`src/rtl/mem_arbiter_pkg.sv`:
```
// mem_arbiter_pkg: shared types for the memory arbiter slice.
//   lc3b_word      - byte address / machine word
//   lc3b_cacheline - one cache line
//   arb_state_t    - arbiter FSM states
//   arb_port_t     - requester identity, used for the round-robin history
package mem_arbiter_pkg;

    localparam int unsigned ADDR_W    = 16;
    localparam int unsigned LINE_W    = 128;
    localparam int unsigned ARB_CNT_W = 32;

    typedef logic [ADDR_W-1:0] lc3b_word;
    typedef logic [LINE_W-1:0] lc3b_cacheline;

    typedef enum logic [1:0] {
        ARB_IDLE,
        ARB_SERVE_I,
        ARB_SERVE_D
    } arb_state_t;

    typedef enum logic {
        GRANT_I = 1'b0,
        GRANT_D = 1'b1
    } arb_port_t;

endpackage

```
`src/rtl/mem_arbiter_if.sv`:
```
// mem_arbiter_if: bundle of the I-cache miss port, D-cache miss port,
// physical-memory port and the arbiter status outputs.
//   slave  - the arbiter's view (cache requests and pmem responses in)
//   master - the environment's view (caches + physical memory)
// CNT_W sets the width of the wait-cycle counters.
interface mem_arbiter_if #(
    parameter int unsigned CNT_W = mem_arbiter_pkg::ARB_CNT_W
) ();
    import mem_arbiter_pkg::*;

    // I-cache miss port
    logic          i_mem_read;
    lc3b_word      i_mem_address;
    lc3b_cacheline i_mem_rdata;
    logic          i_mem_resp;

    // D-cache miss / writeback port
    logic          d_mem_read;
    logic          d_mem_write;
    lc3b_word      d_mem_address;
    lc3b_cacheline d_mem_wdata;
    lc3b_cacheline d_mem_rdata;
    logic          d_mem_resp;

    // Physical memory port
    logic          pmem_read;
    logic          pmem_write;
    lc3b_word      pmem_address;
    lc3b_cacheline pmem_wdata;
    lc3b_cacheline pmem_rdata;
    logic          pmem_resp;

    // Status
    logic             busy;
    logic [CNT_W-1:0] i_wait_cnt;
    logic [CNT_W-1:0] d_wait_cnt;

    modport slave (
        input  i_mem_read, i_mem_address,
        output i_mem_rdata, i_mem_resp,
        input  d_mem_read, d_mem_write, d_mem_address, d_mem_wdata,
        output d_mem_rdata, d_mem_resp,
        output pmem_read, pmem_write, pmem_address, pmem_wdata,
        input  pmem_rdata, pmem_resp,
        output busy, i_wait_cnt, d_wait_cnt
    );

    modport master (
        output i_mem_read, i_mem_address,
        input  i_mem_rdata, i_mem_resp,
        output d_mem_read, d_mem_write, d_mem_address, d_mem_wdata,
        input  d_mem_rdata, d_mem_resp,
        input  pmem_read, pmem_write, pmem_address, pmem_wdata,
        output pmem_rdata, pmem_resp,
        input  busy, i_wait_cnt, d_wait_cnt
    );

endinterface

```
`src/rtl/mem_arbiter_rr_pick.sv`:
```
// arb_rr_pick: two-requester round-robin tie-break (combinational).
//   req_i, req_d - pending requests
//   last_grant   - port served most recently (GRANT_I / GRANT_D)
//   grant_d      - 1: D wins, 0: I wins; only meaningful when a request is pending
module arb_rr_pick
    import mem_arbiter_pkg::*;
(
    input  logic req_i,
    input  logic req_d,
    input  logic last_grant,
    output logic grant_d
);

    // D wins when it is alone, or on a tie when I was served last.
    always_comb begin
        grant_d = req_d & (~req_i | (last_grant == GRANT_I));
    end

endmodule

```
`src/rtl/mem_arbiter.sv`:
```
// mem_arbiter: shares the single physical-memory port between the I-cache
// and D-cache miss ports. One requester is granted at a time and holds the
// grant until pmem_resp; ties are broken round-robin. An IDLE cycle always
// separates two grants. Per-port saturating wait-cycle counters are kept
// for stall accounting.
//   clk, rst - clock, synchronous active-high reset
//   bus      - mem_arbiter_if.slave: cache ports, pmem port, busy, counters
module mem_arbiter #(
    parameter int unsigned CNT_W = mem_arbiter_pkg::ARB_CNT_W
) (
    input  logic         clk,
    input  logic         rst,
    mem_arbiter_if.slave bus
);
    import mem_arbiter_pkg::*;

    arb_state_t       state_q, state_d;
    arb_port_t        last_grant_q, last_grant_d;
    logic [CNT_W-1:0] i_cnt_q, i_cnt_d;
    logic [CNT_W-1:0] d_cnt_q, d_cnt_d;

    logic req_i;
    logic req_d;
    logic grant_d;
    logic i_wait;
    logic d_wait;

    always_comb begin
        req_i = bus.i_mem_read;
        req_d = bus.d_mem_read | bus.d_mem_write;
    end

    arb_rr_pick u_rr_pick (
        .req_i      (req_i),
        .req_d      (req_d),
        .last_grant (last_grant_q),
        .grant_d    (grant_d)
    );

    // Output decode: strobes follow the registered state, responses and
    // read data are passed straight through from pmem to the granted port.
    always_comb begin
        bus.pmem_read    = 1'b0;
        bus.pmem_write   = 1'b0;
        bus.pmem_address = '0;
        bus.pmem_wdata   = '0;
        bus.i_mem_resp   = 1'b0;
        bus.i_mem_rdata  = '0;
        bus.d_mem_resp   = 1'b0;
        bus.d_mem_rdata  = '0;
        case (state_q)
            ARB_SERVE_I: begin
                bus.pmem_read    = 1'b1;
                bus.pmem_address = bus.i_mem_address;
                bus.i_mem_resp   = bus.pmem_resp;
                bus.i_mem_rdata  = bus.pmem_resp ? bus.pmem_rdata : '0;
            end
            ARB_SERVE_D: begin
                bus.pmem_read    = bus.d_mem_read;
                bus.pmem_write   = bus.d_mem_write;
                bus.pmem_address = bus.d_mem_address;
                bus.pmem_wdata   = bus.d_mem_wdata;
                bus.d_mem_resp   = bus.pmem_resp;
                bus.d_mem_rdata  = bus.pmem_resp ? bus.pmem_rdata : '0;
            end
            default: ;
        endcase
        bus.busy       = (state_q != ARB_IDLE);
        bus.i_wait_cnt = i_cnt_q;
        bus.d_wait_cnt = d_cnt_q;
    end

    // Next-state: the grant is only re-evaluated from IDLE, so a request
    // arriving mid-transaction never steals the port.
    always_comb begin
        state_d      = state_q;
        last_grant_d = last_grant_q;
        case (state_q)
            ARB_IDLE: begin
                if (req_i | req_d) begin
                    state_d = grant_d ? ARB_SERVE_D : ARB_SERVE_I;
                end
            end
            ARB_SERVE_I: begin
                if (bus.pmem_resp) begin
                    state_d      = ARB_IDLE;
                    last_grant_d = GRANT_I;
                end
            end
            ARB_SERVE_D: begin
                if (bus.pmem_resp) begin
                    state_d      = ARB_IDLE;
                    last_grant_d = GRANT_D;
                end
            end
            default: state_d = ARB_IDLE;
        endcase
    end

    // Wait counters: a cycle counts when the port is requesting and not
    // being answered; they stick at all-ones instead of wrapping.
    always_comb begin
        i_wait  = bus.i_mem_read & ~bus.i_mem_resp;
        d_wait  = req_d & ~bus.d_mem_resp;
        i_cnt_d = (i_wait && (i_cnt_q != '1)) ? i_cnt_q + CNT_W'(1) : i_cnt_q;
        d_cnt_d = (d_wait && (d_cnt_q != '1)) ? d_cnt_q + CNT_W'(1) : d_cnt_q;
    end

    always_ff @(posedge clk) begin
        if (rst) begin
            state_q      <= ARB_IDLE;
            last_grant_q <= GRANT_I;
            i_cnt_q      <= '0;
            d_cnt_q      <= '0;
        end else begin
            state_q      <= state_d;
            last_grant_q <= last_grant_d;
            i_cnt_q      <= i_cnt_d;
            d_cnt_q      <= d_cnt_d;
        end
    end

endmodule

```
`src/flat_wrapper.sv`:
```
// flat-port wrapper written by rule: the top's interface ports become plain ports
module mem_arbiter_flat import mem_arbiter_pkg::*;
#(
    parameter int unsigned CNT_W = mem_arbiter_pkg::ARB_CNT_W
)
  (clk, rst, bus_i_mem_read, bus_i_mem_address, bus_i_mem_rdata, bus_i_mem_resp, bus_d_mem_read, bus_d_mem_write, bus_d_mem_address, bus_d_mem_wdata, bus_d_mem_rdata, bus_d_mem_resp, bus_pmem_read, bus_pmem_write, bus_pmem_address, bus_pmem_wdata, bus_pmem_rdata, bus_pmem_resp, bus_busy, bus_i_wait_cnt, bus_d_wait_cnt);
  mem_arbiter_if #(.CNT_W(CNT_W)) bus_i ();
  input  logic clk;
  input  logic rst;
  input wire logic [$bits(bus_i.i_mem_read)-1:0] bus_i_mem_read;
  input wire logic [$bits(bus_i.i_mem_address)-1:0] bus_i_mem_address;
  output wire logic [$bits(bus_i.i_mem_rdata)-1:0] bus_i_mem_rdata;
  output wire logic [$bits(bus_i.i_mem_resp)-1:0] bus_i_mem_resp;
  input wire logic [$bits(bus_i.d_mem_read)-1:0] bus_d_mem_read;
  input wire logic [$bits(bus_i.d_mem_write)-1:0] bus_d_mem_write;
  input wire logic [$bits(bus_i.d_mem_address)-1:0] bus_d_mem_address;
  input wire logic [$bits(bus_i.d_mem_wdata)-1:0] bus_d_mem_wdata;
  output wire logic [$bits(bus_i.d_mem_rdata)-1:0] bus_d_mem_rdata;
  output wire logic [$bits(bus_i.d_mem_resp)-1:0] bus_d_mem_resp;
  output wire logic [$bits(bus_i.pmem_read)-1:0] bus_pmem_read;
  output wire logic [$bits(bus_i.pmem_write)-1:0] bus_pmem_write;
  output wire logic [$bits(bus_i.pmem_address)-1:0] bus_pmem_address;
  output wire logic [$bits(bus_i.pmem_wdata)-1:0] bus_pmem_wdata;
  input wire logic [$bits(bus_i.pmem_rdata)-1:0] bus_pmem_rdata;
  input wire logic [$bits(bus_i.pmem_resp)-1:0] bus_pmem_resp;
  output wire logic [$bits(bus_i.busy)-1:0] bus_busy;
  output wire logic [$bits(bus_i.i_wait_cnt)-1:0] bus_i_wait_cnt;
  output wire logic [$bits(bus_i.d_wait_cnt)-1:0] bus_d_wait_cnt;
  assign bus_i.i_mem_read = bus_i_mem_read;
  assign bus_i.i_mem_address = bus_i_mem_address;
  assign bus_i_mem_rdata = bus_i.i_mem_rdata;
  assign bus_i_mem_resp = bus_i.i_mem_resp;
  assign bus_i.d_mem_read = bus_d_mem_read;
  assign bus_i.d_mem_write = bus_d_mem_write;
  assign bus_i.d_mem_address = bus_d_mem_address;
  assign bus_i.d_mem_wdata = bus_d_mem_wdata;
  assign bus_d_mem_rdata = bus_i.d_mem_rdata;
  assign bus_d_mem_resp = bus_i.d_mem_resp;
  assign bus_pmem_read = bus_i.pmem_read;
  assign bus_pmem_write = bus_i.pmem_write;
  assign bus_pmem_address = bus_i.pmem_address;
  assign bus_pmem_wdata = bus_i.pmem_wdata;
  assign bus_i.pmem_rdata = bus_pmem_rdata;
  assign bus_i.pmem_resp = bus_pmem_resp;
  assign bus_busy = bus_i.busy;
  assign bus_i_wait_cnt = bus_i.i_wait_cnt;
  assign bus_d_wait_cnt = bus_i.d_wait_cnt;
  mem_arbiter #(.CNT_W(CNT_W)) u_core (.clk(clk), .rst(rst), .bus(bus_i));
endmodule
```
`config.mk`:
```
export PLATFORM = sky130hd
export DESIGN_NAME = mem_arbiter_flat
export DESIGN_NICKNAME = d
export VERILOG_FILES = /design/src/rtl/mem_arbiter_pkg.sv /design/src/rtl/mem_arbiter_if.sv /design/src/rtl/mem_arbiter_rr_pick.sv /design/src/rtl/mem_arbiter.sv /design/src/flat_wrapper.sv
export SDC_FILE = /design/constraint.sdc
export NUM_CORES = 1
export LEC_CHECK = 0
export BUFFER_PORTS_ARGS = -buffer_cell sky130_fd_sc_hd__buf_2
export CAP_MARGIN = 30
export CORE_AREA = 8 8 288 290
export DETAILED_ROUTE_END_ITERATION = 16
export DIE_AREA = 0 0 296 298
export PLACE_DENSITY = 0.3
export SLEW_MARGIN = 5
export SYNTH_ARGS = -nofsm -noshare
export SYNTH_HDL_FRONTEND = slang
export SYNTH_SLANG_ARGS = --single-unit
```
`constraint.sdc`:
```
create_clock -name clk -period 3.4 [get_ports clk]
set_clock_uncertainty 0.15 [all_clocks]
set_input_delay 0.68 -clock clk [delete_from_list [all_inputs] [get_ports clk]]
set_output_delay 0.68 -clock clk [all_outputs]
set_load 0.05 [all_outputs]
```
---- Word level (Yosys, flattened, before mapping) ----
Cells that the tools add are included.
storage, ports and cells
  flip-flop bits (word level) ............. 67
  input bits .............................. 294
  output and inout port bits .............. 469
cells by class
  reductions and logical operators ........ 8
  bitwise gates (word level) .............. 10
  equal/unequal tests ..................... 8
  $add $sub $neg .......................... 2
  multiplexer cells ....................... 16
operators with widths
  operator                                              count
  2-to-1 mux 128 bit                                    4
  adder 32 x 1 -> 32 bit (second input constant)        2
  != test 32 bit (second input constant)                2
  case mux 16 bit (2 select lines)                      1
  2-to-1 mux 2 bit                                      3
  2-to-1 mux 1 bit                                      5
  != test 2 x 1 -> 1 bit (second input constant)        2
  != test 2 bit (second input constant)                 2
  inverter 1 bit                                        4
  case mux 1 bit (2 select lines)                       2
  case mux 2 bit (2 select lines)                       1
  nonzero test 2 bit                                    2
  bitwise AND 1 bit                                     3
  bitwise OR 1 bit                                      3
  AND reduction 3 bit                                   1
  equality test 2 x 1 -> 1 bit (second input constant)  1
  equality test 2 bit (second input constant)           1
  logical AND 1 bit                                     2
  zero test 2 bit                                       1
  AND reduction 2 bit                                   1
  OR reduction 2 bit                                    1

---- Longest topological paths before layout ----
Gate-level depths: netlist of run 1.
  word-level depth ........................ 6
  gate-level depth with buffers ........... 9
  depth with buffers taken out ............ 7

---- Modules after synthesis ----
A second synthesis of run 1 with hierarchy kept.
unflattened totals
  cells, all modules ...................... 909
  area, all modules ....................... 6,327.3 um^2
by module, submodules not included
  module       sequential area each (um^2)  area an instance (um^2)  instances  cells each
  mem_arbiter  1,341.3                      6,316.1                  1          908
  arb_rr_pick  0.0                          11.3                     1          1

---- Worst setup path after synthesis of run 1 ----
Ideal clock, no wire load.
  path type ............................... reg-to-output
  start point ............................. register u_core.state_q[1]
  end point ............................... output port bus_pmem_address[10]
  stages on the path, launching flop included .. 7
  data arrival time ....................... 1,913 ps
  slack ................................... 657 ps
  buffers on the path ..................... 2
  path through ............................ dfxtp_1 > inv_1 > ha_1 > clkbuf_1 > buf_1 > a22oi_1 > nor2b_1
on the way
  word-level cells in the longest chain between the ends .. 2
  elaborated cells on any way between the ends .. 3
  those cells by class .................... eq/ne: 2; mux: 1
RTL lines
  item                                                                        line                source
  from (decl)                                                                 mem_arbiter.sv:17   arb_state_t state_q, state_d;
  from (signal assigned)                                                      mem_arbiter.sv:116  state_q <= state_d;
  equality test 2 bit / equality test 2 x 1 -> 1 bit (equally long branches)  mem_arbiter.sv:51   case (state_q)
  case mux 16 bit (2 select lines) *                                          mem_arbiter.sv:51
  to (decl)                                                                   flat_wrapper.sv:22  output wire logic [$bits(bus_i.pmem_address)-1:0] bus_pmem_address;
Mark *: on every way between the ends. The rest lies on a longest branch, timed or not.

---- Final worst setup path of run 1 ----
  start point ............................. register u_core.state_q[0]
  end point ............................... output port bus_pmem_wdata[22]
on the way
  word-level cells in the longest chain between the ends .. 2
RTL lines
  item                 line                source
  equality test 2 bit  mem_arbiter.sv:51
  2-to-1 mux 128 bit   mem_arbiter.sv:51
  to (decl)            flat_wrapper.sv:23  output wire logic [$bits(bus_i.pmem_wdata)-1:0] bus_pmem_wdata;
Every way passes these cells.

==> results.md, run 1 <==
- Die height: about 300 µm
- Layout cell share with drive strength beyond 1: between 50% and 60%
- Root buf cell: clkbuf_16
- Min-delay src: u_core.bus.i_wait_cnt[7]
- Stages on the worst setup path: 5
- Register-to-Register Path Depth: 8
- Worst Setup SP: u_core.state_q[0]
- #FFs+latches synth: 67
- Via count: about 11000
- Final period utilization: ~90%
- DRC Markers: 0
- GP Congestion: about 1.0
- Reg-to-reg critical path endpoint: u_core.bus.i_wait_cnt[19]
- Die width: approximately 300 µm
- Total track usage: 19.1%
- Total congestion overflow: 0
- Avg Cell Area, Syn: 7.04 µm²
- Die ar.: just under 0.09 mm²
- Crit-path cells: inv_1 -> ha_4 -> buf_12 -> and2_1 -> buf_2
- Drt via density: ~3.9
- Max Cap Violations: 0
- Clock Latency Late Sink: 0.34 ns
- Synth cell types: 60
- Routed WL per cell: between 30 and 40 µm
- Crit-path max FO: 36
- Antenna-violating nets left: 0
- Worst VDD drop: between 200 and 250 µV
- Post-synth EDFFs: 0
- Yosys warning total: 0
- Setup crit end: bus_pmem_wdata[22]
- Core footprint: between 0.07 and 0.08 mm²
- Final hold viol count: 0
- Number of non-filler instances in the completed layout: between 2000 and 3000
- Data required time at the worst endpoint: 2.57 ns
- # IOs: ~760
- Mapped cell area: ~0.0065 mm²
- Relative slew slack: 54.9%
- Fill count: around 9300
- Setup Fix Bufs, Post-CTS: 0
- CTS buffer count: 9
- Total Wirelength: 89600 µm
- Top delay family on crit path: buffers and inverters
- Ys flop type: dfxtp_1
- Layout area overhead: 83.3%
- Post-CTS Resized: 0
- Leakage: ~0.007 µW
- DRT iter0 DRCs: ~650
- Critical-path top delay cell: ha_4
- Crit path arrival time: roughly 2.3 ns
- Initial Utilization: under 10%
- Final Cell Area: 0.0120 mm²
- Std-Cell Rows: 103
- Reg-to-reg setup timing slack: 0.60 ns
- Setup crit end kind: primary output
- Max Clk Rate: 320 MHz
- Pre-CTS setup slack: 0.562 ns
- Initial antenna violation count: 109
- Placed Cells: 2674
- Min-delay worst type: reg2reg
- Worst-margin pin slew: roughly 0.67 ns
- Status: complete, no violations
- Largest net degree at the start of global routing: approximately 110
- Sequential share of the synthesized area: 20.5%
- Nets: between 1500 and 2000
- Placed Area: 0.0116 mm²
- RSZ-0062 raised after global routing: no
- CP bufs+invs: 3
- Hpwl dp: roughly 81000 µm
- Syn Nets: around 1200
- Post-synth ARST share: 0%
- Crit-path max cell delay: 0.41 ns
- CTS tree: done
- Clock Sinks: 67
- Post-CTS Hold Buffers: 0
- First drt pass iteration count: 5
- Longest Clk Path Bufs: 2
- CP Launch Type: flop
- Critical R2R Launch: u_core.state_q[1]
- Worst Path Class, Setup: reg2out
- First-pass GRT wire length: about 110000 µm
- Final setup violation count: 0
- Final WS setup: 0.276 ns
- Vias in the first global route: roughly 10000
- H-tree depth: 3
- Pins Over Slew Limit: 0
- Clock transition at path regs: 0.06 ns
- Final Util: between 15 and 20%
- P per Cell Area: ~370 mW/mm²
- Number of buffers added on ports: 762
- Sum of negative setup slack: 0 ns
- Mapped Cells: slightly above 900
- Final min period: roughly 3.1 ns
registers in the layout, indices dropped and copies added (netlist names):
register and flops:
u_core.state_q 2, u_core.last_grant_q 1, u_core.bus.d_wait_cnt 32, u_core.bus.i_wait_cnt 32
final cells by class:
| class | count | area (µm²) | share of cell area (%) |
|---|---|---|---|
| multi-input combinational | 750 | 4790 | 40.0 |
| timing repair buffer | 790 | 4120 | 34.4 |
| sequential | 67 | 1340 | 11.2 |
| tap | 1050 | 1310 | 11.0 |
| clock buffer | 9 | 225 | 1.88 |
| clock inverter | 7 | 100 | 0.836 |
| inverter | 17 | 63.8 | 0.533 |
| antenna | 11 | 27.5 | 0.230 |
report_power, final:
group | switching (µW) | internal [µW] | total [µW]
combinational | 1990 | 586 | 2570
clock | 418 | 649 | 1070
sequential | 17.4 | 797 | 814
total | 2420 | 2030 | 4450
layout by cell type, fill, tap and decap left out, types with 16 or more instances in the layout:
cell type / Yosys / routed
a21oi_1: 30 / 30
a22oi_1: 16 / 16
and2_1: 130 / 130
and3_1: 263 / 263
buf_2: 1 / 761
buf_4: 1 / 21
dfxtp_1: 67 / 67
inv_1: 17 / 17
nand2_1: 31 / 31
nand3_1: 26 / 26
nor2_1: 54 / 54
nor2b_1: 29 / 29
or4_1: 18 / 18
metrics by stage:
step	hold slack, ns	total power (µW)
floorplan	0.307	2400
global placement	0.322	3430
detailed placement	0.327	3420
CTS	0.337	4520
global route	0.344	4630
finish	0.328	4450
worst register-to-register path, cell delays in order, from the launching register on:
cell and delay (ns):
dfxtp_1 0.41, inv_1 0.11, ha_4 0.33, a21bo_2 0.31, nor3_1 0.21, buf_4 0.17
nand3_1 0.27, nor4bb_1 0.37, mux2_2 0.36
synth_stat cells (3+ instances only):
cell type,instances,area share (%)
clkbuf_1,87,5.0
and3_1,263,25
mux2_2,12,2.1
buf_1,4,0.23
and2_1,130,12
xor2_1,4,0.54
nor2b_1,29,2.8
ha_1,5,0.96
nor2_1,54,3.1
xnor2_1,14,1.9
a31o_2,4,0.54
nor4_1,8,0.77
inv_1,17,0.98
a31oi_1,5,0.48
or4_1,18,2.1
dfxtp_1,67,21
and4_1,6,0.80
nand2_1,31,1.8
nand4_1,15,1.4
o21ai_0,8,0.61
or2_2,3,0.29
or3_1,6,0.57
nand3_1,26,2.0
nand2b_1,4,0.38
nor3_1,10,0.77
a21oi_1,30,2.3
a22oi_1,16,1.8
a2111oi_0,4,0.54
o31ai_1,13,1.5
layer usage:
layer  vias to the layer above  track usage, %  routed length (µm)
met2                       677            32.0               41200
met4                        20            1.79                1640
met1                      4968            25.2               39100
met5                         -               0                 130
met3                       181            5.30                7580
li1                       4752               -                   -
cells by family after synthesis:
| kind of cell | count (synthesis) | synth area share (%) |
|---|---|---|
| buffers and inverters | 111 | 6.57 |
| AND/OR/NAND/NOR | 612 | 56.3 |
| flip-flops | 67 | 20.5 |
| adder cells (fa/ha/maj) | 5 | 0.957 |
| multiplexers | 14 | 2.37 |
| XOR/XNOR | 18 | 2.41 |
| AO/OA/AOI/OAI | 101 | 10.9 |
worst min-delay path by stage:
stage / to / slack, ns / cells past startpoint
after floorplan: u_core.last_grant_q / 0.31 / 2
after global placement: u_core.bus.i_wait_cnt[7] / 0.32 / 1
after detailed placement: u_core.bus.i_wait_cnt[7] / 0.33 / 1
after CTS: u_core.bus.i_wait_cnt[7] / 0.34 / 1
after global routing: u_core.bus.i_wait_cnt[7] / 0.34 / 1
final: u_core.bus.i_wait_cnt[7] / 0.33 / 1
(Power assumes the default switching activity.)
==> inputs of run 2 (changes only) <==
CORE_AREA = 5 5 293 295   (was 8 8 288 290)
DIE_AREA = 0 0 298 300   (was 0 0 296 298)
==> run 2 against run 1 <==
Against the previous run: total power is 5.6% lower; combinational power down 5%; register-to-register slack improved by 0.07 ns; clock power is 11% lower; sequential power is essentially flat; core utilization down 0.96 points; global-route usage down 2.8 points; critical path depth is the same; critical path type unchanged; largest power group unchanged; highest routed layer unchanged.
==> results.md, run 2 (same netlist as run 1, synthesis figures left out) <==
- Nets: 1922 (-0.62%)
- Total Wirelength: 77900 µm (-13%)
- Data required time at the worst endpoint: 2.57 ns (about the same)
- Final period utilization: 94.1% (+2.3 points)
- Initial antenna violation count: 78 (-28%)
- Most common cell after layout, fill and taps aside: buf_2
- Leakage: 0.00704 µW (-1.2%)
- DRT iter0 DRCs: 578 (-11%)
- Status: complete, no violations
- Min-delay worst type: reg2reg
- Drt via density: 3.79 (-3.5%)
- CP Launch Type: flop
- Clock power frac: 22.8% (-1.2 points)
- Antenna-violating nets left: 0 (unchanged)
- Crit-path cells: inv_1 -> ha_4 -> buf_4 -> and3_1 -> buf_2
- Final Util: 14.3% (-0.96 points)
- Largest net degree at the start of global routing: 171 (+63%)
- H-tree depth: 3 (unchanged)
- Hold Crit Depth: 1 (unchanged)
- GP Congestion: 1.05 (+5.1%)
- Top delay family on crit path: buffers and inverters
- Total congestion overflow: 0 (unchanged)
- Crit path arrival time: 2.37 ns (+0.08 ns)
- Longest Clk Path Bufs: 2 (unchanged)
- Register-to-Register Path Depth: 7 (-1)
- Sw power: 2280 µW (-5.7%)
- Via count: 10312 (-2.7%)
- Crit-path max cell delay: 0.48 ns (+0.07 ns)
- Worst VDD drop: 191 µV (-10%)
- Layout area overhead: 81.7%
- Stages on the worst setup path: 5 (unchanged)
- Die height: 300 µm (+0.67%)
- CP bufs+invs: 3 (unchanged)
- Clock Sinks: 67 (unchanged)
- Std-Cell Rows: 106 (+2.9%)
- Hpwl dp: 69500 µm (-14%)
- Pins Over Slew Limit: 0 (unchanged)
- Core footprint: 0.0829 mm² (+5.8%)
- Clock Latency Late Sink: 0.35 ns (about the same)
- Setup crit end kind: primary output
- First-pass GRT wire length: 100000 µm (-11%)
- Worst hold margin: 0.324 ns (-0.00434 ns)
- Sum of negative setup slack: 0 ns (unchanged)
- Vias in the first global route: 10018 (-2.1%)
- Net Sw Frac: 54.3% (-0.056 points)
- Relative slew slack: 44.4% (-10 points)
- Logic pwr share: 57.8% (about the same)
- Number of buffers added on ports: 762 (unchanged)
- Die ar.: 0.0894 mm² (+1.4%)
- Initial Utilization: 7.89% (-0.46 points)
- RSZ-0062 raised after global routing: no
- Fill count: 9716 (+5.0%)
- Commonest non-fill, non-tap cells in the layout: buf_2, and3_1, and2_1
- Max Cap Violations: 0 (unchanged)
- Critical-path top delay cell: buf_4
- First drt pass iteration count: 5 (unchanged)
- P per Cell Area: 354 mW/mm² (-4.8%)
- Post-CTS Resized: 0 (unchanged)
- Worst-margin pin slew: 0.834 ns (+0.162 ns)
- Flop pwr share: 19.4% (+1.1 points)
- Pre-CTS setup slack: 0.549 ns (-0.0131 ns)
- Crit-path max FO: 56 (+56%)
- Max Clk Rate: 312 MHz (-2.4%)
- Final setup violation count: 0 (unchanged)
- CTS tree: done
- Final Cell Area: 0.0119 mm² (-0.85%)
- Root buf cell: clkbuf_16
- Final min period: 3.20 ns (+0.0772 ns)
- Final WS setup: 0.199 ns (-0.0772 ns)
- CTS buffer count: 9 (unchanged)
- Placed Area: 0.0115 mm² (-0.70%)
- # IOs: 763 (unchanged)
- Worst Path Class, Setup: reg2out
- Routed WL per cell: 28.6 µm (-14%)
- Final hold viol count: 0 (unchanged)
- Clock transition at path regs: 0.07 ns (about the same)
- Setup Fix Bufs, Post-CTS: 0 (unchanged)
- Internal cell power: 1920 µW (-5.5%)
- DRC Markers: 0 (unchanged)
- Layout cell share with drive strength beyond 1: 50.7% (-0.42 points)
- Post-CTS Hold Buffers: 0 (unchanged)
- Total track usage: 16.4% (-2.8 points)
- Die width: 298 µm (+0.68%)
-- run 2: per-layer routing --
layer,part of all wire [%],GRT usage (%)
met4,1.5,1.36
met3,9.5,6.24
met1,45,22.0
met5,0.14,0
met2,44,26.0
-- run 2: cell type report --
type	count	area (µm²)	share of cell area [%]
multi-input cells	750	4790	40.3
repair buffers	778	4000	33.7
well taps	1080	1350	11.4
flip-flops and latches	67	1340	11.3
clock buffers	10	229	1.93
clock inverters	6	66.3	0.558
inverters	17	63.8	0.537
diodes	15	37.5	0.316
-- run 2: final timing paths --
check | endpoint | start | slack, ns
setup / recovery | bus_i_mem_rdata[70] | u_core.state_q[1] | 0.20
hold / removal | u_core.bus.i_wait_cnt[7] | u_core.bus.i_wait_cnt[7] | 0.32
setup reg to reg | u_core.bus.d_wait_cnt[31] | u_core.state_q[0] | 0.67
hold reg to reg | u_core.bus.i_wait_cnt[7] | u_core.bus.i_wait_cnt[7] | 0.32
-- run 2: power by group through the flow --
stage | Sequential [µW] | Combinational, µW | Clock, µW
3_3_place_gp | 834 | 2450 | 0
4_1_cts | 816 | 2460 | 1010
5_1_grt | 817 | 2550 | 1040
6_report | 816 | 2430 | 957
3_5_place_dp | 834 | 2450 | 0
2_1_floorplan | 852 | 1550 | 0
-- run 2: worst reg2reg max path, delay by kind of cell (launching register included) --
kind / cells / cell delay (ns)
flops: 1 / 0.40
compound gates: 3 / 0.70
buf+inv: 1 / 0.11
simple gates: 2 / 1.00
fa+ha+maj: 1 / 0.29
-- run 2: metrics by stage --
| step | power (µW) | cells |
|---|---|---|
| floorplan | 2400 | 928 |
| detailed placement | 3290 | 2692 |
| finish | 4200 | 2723 |
| global placement | 3290 | 2692 |
| CTS | 4290 | 2708 |
| global route | 4400 | 2709 |
==> inputs of run 3 (changes only) <==
==> constraint.sdc (replaced) <==
create_clock -name clk -period 3.4 [get_ports clk]
set_clock_uncertainty 0.15 [all_clocks]
set_input_delay 0.51 -clock clk [delete_from_list [all_inputs] [get_ports clk]]
set_output_delay 0.51 -clock clk [all_outputs]
set_load 0.05 [all_outputs]
==> run 3 against run 2 <==
Against the previous run: worst setup slack better by 0.21 ns; sequential share of layout area about the same; combinational power about the same; clock power up 8%; die area unchanged; final cell count down 0.11%; worst hold slack better by 0.0067 ns; register-to-register slack better by 0.05 ns; sequential power up 0.5%; non-clock buffer count up 2; routed wire length up 1.0%; global-route usage up 0.19 points; critical path type unchanged; critical endpoint is now bus_pmem_wdata[34]; largest cell class unchanged.
==> results.md, run 3 (same netlist as run 1, synthesis figures left out) <==
- WHS Endpoint: u_core.bus.i_wait_cnt[7]
- DRC Markers: 0 (unchanged)
- Hpwl dp: 70400 µm (+1.4%)
- First-pass GRT wire length: 101000 µm (+1.4%)
- H-tree depth: 3 (unchanged)
- Worst VDD drop: 164 µV (-14%)
- Total track usage: 16.5% (+0.19 points)
- Crit-path max FO: 47 (-16%)
- Register-to-Register Path Depth: 5 (-2)
- Reg-to-reg setup timing slack: 0.72 ns (+0.05 ns)
- P per Cell Area: 360 mW/mm² (+1.6%)
- Max Cap Violations: 0 (unchanged)
- Std-Cell Rows: 106 (unchanged)
- Reg-to-reg critical path endpoint: u_core.bus.i_wait_cnt[19]
- Vias in the first global route: 9990 (-0.28%)
- Total Wirelength: 78700 µm (+1.0%)
- Die height: 300 µm (unchanged)
- Die width: 298 µm (unchanged)
- # IOs: 763 (unchanged)
- Layout area overhead: 81.9% (about the same)
- Hold Crit Depth: 1 (unchanged)
- Core footprint: 0.0829 mm² (unchanged)
- Relative slew slack: 42.7% (-1.7 points)
- Final hold viol count: 0 (unchanged)
- Min-delay src: u_core.bus.i_wait_cnt[7]
- Worst Path Class, Setup: reg2out
- Largest net degree at the start of global routing: 199 (+16%)
- Clock Sinks: 67 (unchanged)
- Status: complete, no violations
- Initial Utilization: 7.89% (unchanged)
- CP Launch Type: flop
- Area of the multi-input gates: 0.00479 mm² (unchanged)
- Final period utilization: 88.1% (-6.1 points)
- CTS tree: done
- DRT iter0 DRCs: 658 (+14%)
- Worst hold margin: 0.330 ns (+0.00668 ns)
- Antenna-violating nets left: 0 (unchanged)
- Setup crit end kind: primary output
- Longest Clk Path Bufs: 2 (unchanged)
- Commonest non-fill, non-tap cells in the layout: buf_2, and3_1, and2_1
- Sum of negative setup slack: 0 ns (unchanged)
- Post-CTS Resized: 0 (unchanged)
- Die ar.: 0.0894 mm² (unchanged)
- Drt via density: 3.82 (+0.85%)
- Nets: 1924 (+0.10%)
- Setup Fix Bufs, Post-CTS: 0 (unchanged)
- Reg area: 0.00134 mm² (unchanged)
- Number of buffers added on ports: 762 (unchanged)
- RSZ-0062 raised after global routing: no
- Critical R2R Launch: u_core.bus.i_wait_cnt[14]
- Routed WL per cell: 28.9 µm (+1.1%)
- GP Congestion: 1.02 (-3.0%)
- Max Clk Rate: 334 MHz (+6.9%)
- Initial antenna violation count: 85 (+9.0%)
- CTS buffer count: 9 (unchanged)
- Total congestion overflow: 0 (unchanged)
- Post-CTS Hold Buffers: 0 (unchanged)
- Crit path arrival time: 2.33 ns (-0.04 ns)
- Final setup violation count: 0 (unchanged)
- Root buf cell: clkbuf_16
- Min-delay worst type: reg2reg
- Fill count: 9687 (-0.30%)
- Data required time at the worst endpoint: 2.74 ns (+0.17 ns)
- Most common cell after layout, fill and taps aside: buf_2
- First drt pass iteration count: 5 (unchanged)
- Final min period: 2.99 ns (-0.206 ns)
- Layout cell share with drive strength beyond 1: 50.6% (-0.093 points)
- Worst-margin pin slew: 0.859 ns (+0.0255 ns)
- Clock Latency Late Sink: 0.34 ns (about the same)
- Pins Over Slew Limit: 0 (unchanged)
- Clock transition at path regs: 0.06 ns (about the same)
- Via count: 10388 (+0.74%)
- Leakage: 0.00705 µW (+0.15%)
run 3: cell types whose count changed in the layout (fill, tap and decap cells not counted):
cell,delta
buf_12,-1
buf_4,+3
bufinv_16,+1
clkbuf_1,+2
clkbuf_8,+1
clkinv_2,-2
clkinv_4,-3
diode_2,-4
run 3: worst max path at each step:
| stage | from | slack, ns | endpoint |
|---|---|---|---|
| floorplan | u_core.state_q[1] | 0.83 | bus_pmem_address[10] |
| global placement | bus_pmem_resp | 0.66 | u_core.bus.i_wait_cnt[19] |
| detailed placement | u_core.state_q[1] | 0.65 | bus_pmem_address[3] |
| CTS | u_core.state_q[1] | 0.28 | bus_pmem_address[3] |
| global route | u_core.state_q[1] | 0.22 | bus_pmem_address[12] |
| finish | u_core.state_q[0] | 0.41 | bus_pmem_wdata[34] |
run 3: critical path, stage by stage (launching register included):
cell     delay, ns
dfxtp_1       0.34
inv_1         0.13
ha_4          0.45
buf_12        0.27
and2_1        0.40
buf_2         0.34
run 3: area by class of cell:
class                      count  share of cell area, %
clock buffer                  13                   2.11
timing repair buffer         780                   33.7
multi-input combinational    750                   40.3
inverter                      17                  0.537
clock inverter                 2                  0.505
antenna                       11                  0.232
sequential                    67                   11.3
tap                         1080                   11.4
run 3: per-layer routing:
layer | track usage (%) | wire, µm | vias to the layer above | part of all wire, %
met1 | 21.4 | 34600 | 4899 | 44
met2 | 26.8 | 35000 | 612 | 44
li1 | - | - | 4722 | -
met4 | 1.00 | 1070 | 30 | 1.4
met5 | 0 | 193 | - | 0.25
met3 | 7.20 | 7790 | 125 | 9.9
run 3: through the flow:
stage	util (%)	instances	power (µW)	instance area [µm²]	setup WS, ns
after floorplan	-	928	2400	6540	0.827
after global placement	13.9	2694	3290	11500	0.658
after detailed placement	13.9	2694	3290	11500	0.646
after CTS	14.3	2709	4340	11900	0.281
after global routing	14.3	2710	4460	11900	0.222
final	14.3	2720	4280	11900	0.405
run 3: power by group:
part           leakage [µW]  internal (µW)  total, µW  switching, µW
logic               0.00636            562       2430           1860
registers          0.000541            798        820           21.9
clock network      0.000150            660       1030            369
